==> src/rtl/alu_mc.sv <==
// Multi-cycle integer ALU for the execute stage: registered result, valid/ready
// handshake, iterative shifter that advances SHIFT_STEP bits per cycle.
module alu_mc #(
  parameter int XLEN       = 32,
  parameter int SHIFT_STEP = 1,
  parameter int SHAMT_W    = $clog2(XLEN)
) (
  input  logic            i_clk_n,
  input  logic            i_rst,
  input  logic            i_valid,
  output logic            o_ready,
  input  logic            i_kill,
  input  logic [XLEN-1:0] i_in_a,
  input  logic [XLEN-1:0] i_in_b,
  input  logic [2:0]      i_funct3,
  input  logic [6:0]      i_funct7,
  input  logic            i_alu_en,
  input  logic            i_alu_imm,
  output logic            o_valid,
  output logic [XLEN-1:0] o_alu_out,
  output logic            o_busy
);

  typedef enum logic [1:0] {S_IDLE, S_SHIFT, S_DONE} state_t;
  typedef enum logic [1:0] {SH_SLL, SH_SRL, SH_SRA} shift_t;

  // One bit wider than the shift amount so SHIFT_STEP == XLEN is representable.
  localparam logic [SHAMT_W:0] LP_STEP = (SHAMT_W+1)'(SHIFT_STEP);

  state_t               r_state, w_next;
  shift_t               r_kind, w_kind;
  logic [XLEN-1:0]      r_work, r_alu_out, w_result, w_work_next;
  logic [SHAMT_W-1:0]   r_cnt, w_cnt_next, w_k;
  logic [SHAMT_W:0]     w_step;
  logic                 w_alt, w_is_shift, w_start_shift, w_accept, w_take;

  // Decode of the incoming request; shifts with k == 0 complete like any other op.
  always_comb begin
    // NOTE: every output of a combinational block gets a default first so no latch is inferred.
    w_k        = i_in_b[SHAMT_W-1:0];
    w_alt      = (i_funct7 == 7'b0100000);
    w_is_shift = 1'b0;
    w_kind     = SH_SLL;
    w_result   = i_in_a + i_in_b;
    if (i_alu_en) begin
      case (i_funct3)
        3'b000:  if (!i_alu_imm && w_alt) w_result = i_in_a - i_in_b;
        3'b010:  w_result = {{(XLEN-1){1'b0}}, ($signed(i_in_a) < $signed(i_in_b))};
        3'b011:  w_result = {{(XLEN-1){1'b0}}, (i_in_a < i_in_b)};
        3'b100:  w_result = i_in_a ^ i_in_b;
        3'b110:  w_result = i_in_a | i_in_b;
        3'b111:  w_result = i_in_a & i_in_b;
        3'b001: begin
          w_is_shift = 1'b1;
          w_kind     = SH_SLL;
          w_result   = i_in_a;
        end
        3'b101: begin
          w_is_shift = 1'b1;
          w_kind     = w_alt ? SH_SRA : SH_SRL;
          w_result   = i_in_a;
        end
        default: w_result = i_in_a + i_in_b;
      endcase
    end
  end

  assign w_start_shift = w_is_shift && (w_k != '0);
  assign w_accept      = i_valid && o_ready;
  assign w_take        = w_accept && !i_kill;

  // One iteration: shift by min(SHIFT_STEP, remaining); the MSB of r_work stays A[XLEN-1] for SRA.
  always_comb begin
    w_step     = ({1'b0, r_cnt} > LP_STEP) ? LP_STEP : {1'b0, r_cnt};
    w_cnt_next = r_cnt - w_step[SHAMT_W-1:0];
    case (r_kind)
      SH_SRL:  w_work_next = r_work >> w_step;
      SH_SRA:  w_work_next = XLEN'($signed(r_work) >>> w_step);
      default: w_work_next = r_work << w_step;
    endcase
  end

  always_ff @(posedge i_clk_n or posedge i_rst) begin
    if (i_rst) r_state <= S_IDLE;
    else       r_state <= w_next;
  end

  always_comb begin
    w_next = r_state;
    case (r_state)
      S_IDLE, S_DONE: begin
        if (w_take) w_next = w_start_shift ? S_SHIFT : S_DONE;
        else        w_next = S_IDLE;
      end
      S_SHIFT: begin
        if (i_kill)                 w_next = S_IDLE;
        else if (w_cnt_next == '0)  w_next = S_DONE;
      end
      default: w_next = S_IDLE;
    endcase
  end

  always_comb begin
    o_ready = (r_state != S_SHIFT);
    o_busy  = (r_state == S_SHIFT);
    o_valid = (r_state == S_DONE);
  end

  assign o_alu_out = r_alu_out;

  always_ff @(posedge i_clk_n or posedge i_rst) begin
    if (i_rst) begin
      r_work    <= '0;
      r_cnt     <= '0;
      r_kind    <= SH_SLL;
      r_alu_out <= '0;
    end else if (w_take) begin
      if (w_start_shift) begin
        r_work <= i_in_a;
        r_cnt  <= w_k;
        r_kind <= w_kind;
      end else begin
        r_alu_out <= w_result;
      end
    end else if (r_state == S_SHIFT) begin
      if (i_kill) begin
        r_cnt <= '0;
      end else begin
        r_work <= w_work_next;
        r_cnt  <= w_cnt_next;
        if (w_cnt_next == '0) r_alu_out <= w_work_next;
      end
    end
  end

endmodule

==> config.mk <==
export PLATFORM = sky130hd
export DESIGN_NAME = alu_mc
export DESIGN_NICKNAME = d
export VERILOG_FILES = /design/src/rtl/alu_mc.sv
export SDC_FILE = /design/constraint.sdc
export NUM_CORES = 1
export LEC_CHECK = 0
export CAP_MARGIN = 20
export CORE_ASPECT_RATIO = 1.2
export CORE_MARGIN = 2
export CORE_UTILIZATION = 55
export CTS_CLUSTER_DIAMETER = 100
export DETAILED_ROUTE_END_ITERATION = 10
export GPL_ROUTABILITY_DRIVEN = 0
export GPL_TIMING_DRIVEN = 0
export PLACE_DENSITY = 0.81
export SYNTH_ARGS = -nofsm -noshare
export SYNTH_HDL_FRONTEND = slang
export SYNTH_SLANG_ARGS = --single-unit
export TNS_END_PERCENT = 50
==> constraint.sdc <==
create_clock -name i_clk_n -period 4.05 [get_ports i_clk_n]
set_input_delay 0.81 -clock i_clk_n [delete_from_list [all_inputs] [get_ports i_clk_n]]
set_output_delay 0.81 -clock i_clk_n [all_outputs]
set_load 0.05 [all_outputs]
==> flow_summary.json <==
{
  "status": "completed",
  "ant_nets": 0,
  "yosys-top-cells-area": "dfrtp_1, ha_1, o21ai_0, a21oi_1, nand2_1",
  "grt_pass1_vias": 9828,
  "syn_area_mm2": 0.00887,
  "grt_pass1_wl_mm": 53.5,
  "slew_viol_final": 0,
  "min_path_type": "register to register",
  "syn_nets": 1407,
  "switching_share_pct": 45.7,
  "whs_ns": 0.476,
  "hpwl_mm": 26.2,
  "fin_crit_ns": 3.99,
  "finalSetupViolations": 0,
  "ys_async_sr_fraction_pct": 100,
  "start_kind": "input port",
  "relSlewSlack_pct": 30.7,
  "hold_viol": 0,
  "htreeDepth": 3,
  "tightest_slew_ns": 1.04,
  "required_ns": 4.28,
  "yosys.area.top_type_share_pct": 20.6,
  "ys_ff_latch": 73,
  "pwr-share-seq_pct": 28.5,
  "fin_util_pct": 68.4,
  "cellLeakagePower_nw": 4.64,
  "n_antenna_cell": 0,
  "antenna_found_initial": 0,
  "start_util_pct": 56.5,
  "cts_tree": "built",
  "rows": 50,
  "die_w_um": 120,
  "yosys_warnings": 0,
  "path_max_fanout": 5,
  "layout.nets": 1534,
  "die_area_mm2": 0.0172,
  "cts.clk_slew.worst_paths_ns": 0.06,
  "dr.pass1.iters": 7,
  "clockPowerShare_pct": 20.9,
  "clkLatencyLatePin_ns": 0.35,
  "combPwrFrac_pct": 50.5,
  "maxCapViolCount": 0,
  "design.portCount": 115,
  "drc_errors": 0,
  "cp.arrival_ns": 4.22,
  "cts.sinks": 73,
  "crit_type": "input port to register",
  "routedWlPerCell_um": 22.4,
  "avgSynthCellArea_um2": 7.23,
  "synth-seq-area-share_pct": 20.6,
  "rsz0062_at_grt": "true",
  "first_iter_violations": 1718,
  "track_usage_pct": 40.2,
  "skew_ns": 0.00940,
  "peakVddDrop_v": 0.000281,
  "yosysTopAreaCell": "dfrtp_1",
  "final_common_cell": "o21ai_0",
  "final_cell_mix": "o21ai_0, a21oi_1, nand2_1",
  "synthFlopType": "dfrtp_1",
  "synth_edf_count": 0,
  "grt_max_degree": 66,
  "drive_gt1_share_pct": 5.23,
  "routed_wl_mm": 35.1,
  "min_period_over_period_pct": 98.5,
  "vias": 10800,
  "max_clock_freq_mhz": 251,
  "tns_ns": 0,
  "coreArea_mm2": 0.0157,
  "cts_buffers": 9,
  "pwr_density_cell_mw_per_mm2": 396,
  "postCtsHoldBufs": 0,
  "p_sw_mw": 1.94,
  "grt_overflow": 0,
  "io_buffer_count": 113,
  "synthCells": 1226,
  "die_h_um": 143,
  "viasPerCell": 6.87,
  "syn2layout_area_growth_pct": 21.2,
  "intPower_mw": 2.31,
  "cts-root-buf": "clkbuf_16",
  "end_kind": "register",
  "cts_buffer_depth": 2,
  "synth.distinct_cells": 72
}
## power by group through the flow
stage | registers [mW] | clock network (mW) | logic, mW
after detailed placement | 1.20 | 0 | 2.05
after global routing | 1.23 | 0.914 | 2.29
after floorplan | 1.45 | 0 | 1.10
after CTS | 1.19 | 0.879 | 2.07
after global placement | 1.20 | 0 | 2.01
final | 1.21 | 0.890 | 2.15
## sequential cells by signal, summed over array words and instances (netlist names)
register and cells:
o_alu_out 32, r_kind 2, r_cnt 5, r_work 32, r_state 2
## per-layer routing
metal,GRT usage (%),wire length [µm]
met1,49.4,12500
met2,62.1,15000
met3,11.2,4980
met4,24.2,2510
met5,2.08,52
## Yosys cell counts (7+ instances only)
library cell and n:
inv_1 100, o21bai_1 7, nand2_1 119, ha_1 99, clkbuf_1 69, a211oi_1 11
dfrtp_1 73, a221oi_1 25, o2111ai_1 8, a22oi_1 12, or3_1 10, a21oi_1 131
xnor2_1 26, nor2b_1 12, a21o_1 20, buf_2 7, or2_2 7, nor2_1 118
a2bb2oi_1 8, o221ai_1 32, o211ai_1 11, o21ai_0 139, a31oi_1 13, a221o_1 10
o31ai_1 9, nand2b_1 11, nor3_1 19, nand3_1 16
## layout make-up
cell class / count / area, µm²
well taps: 208 / 260
multi-input cells: 967 / 6400
plain buffers: 83 / 342
repair buffers: 119 / 1210
inverters: 100 / 378
flip-flops and latches: 73 / 1830
fillers: 1371 / 4960
clock inverters: 7 / 95.1
clock buffers: 9 / 225
## worst paths after layout
kind	from	to	slack (ns)	cells after the start
max in group asynchronous	i_rst	o_alu_out[6]	2.79	3
min	o_alu_out[8]	o_alu_out[8]	0.48	2
min reg2reg	o_alu_out[8]	o_alu_out[8]	0.48	2
max	i_in_b[0]	o_alu_out[30]	0.06	14
min in group asynchronous	i_rst	r_work[26]	0.71	2
max reg2reg	r_cnt[1]	o_alu_out[8]	0.22	14
## kinds of logic (layout without fill, tap and decap cells)
group | Yosys count | in the layout | share of synthesized area (%)
compound gates | 490 | 490 | 35.9
flops | 73 | 73 | 20.6
buf+inv | 186 | 318 | 8.18
simple gates | 341 | 341 | 17.4
mux | 6 | 6 | 0.691
xor+xnor | 29 | 29 | 2.86
fa+ha+maj | 101 | 101 | 14.4
## metrics by stage
step                power [mW]  cells  setup slack (ns)  instance area [µm²]
floorplan                 2.55   1226             0.750                 8870
global placement          3.21   1547            -0.418                10300
detailed placement        3.25   1548            -0.446                10300
CTS                       4.14   1564           -0.0315                10600
global route              4.44   1566           -0.0199                10700
finish                    4.25   1566            0.0612                10700
## worst max-delay path: stages
cell and delay (ns):
clkdlybuf4s50_1 0.54, ha_1 0.28, inv_1 0.11, fa_1 0.21, nor2b_1 0.08, o31a_1 0.29, o221ai_2 0.30, a31oi_2 0.21
a221o_1 0.40, a41oi_1 0.27, o21ai_1 0.13, or4_1 0.42, o211ai_2 0.10, nor2_1 0.08
## timing repair
item,4_1_cts,5_1_grt
pin swaps,0,5
gates resized for setup,6,24
setup endpoints to repair,3,12
buffers inserted,0,5
Power figures use the tool's default switching activity.
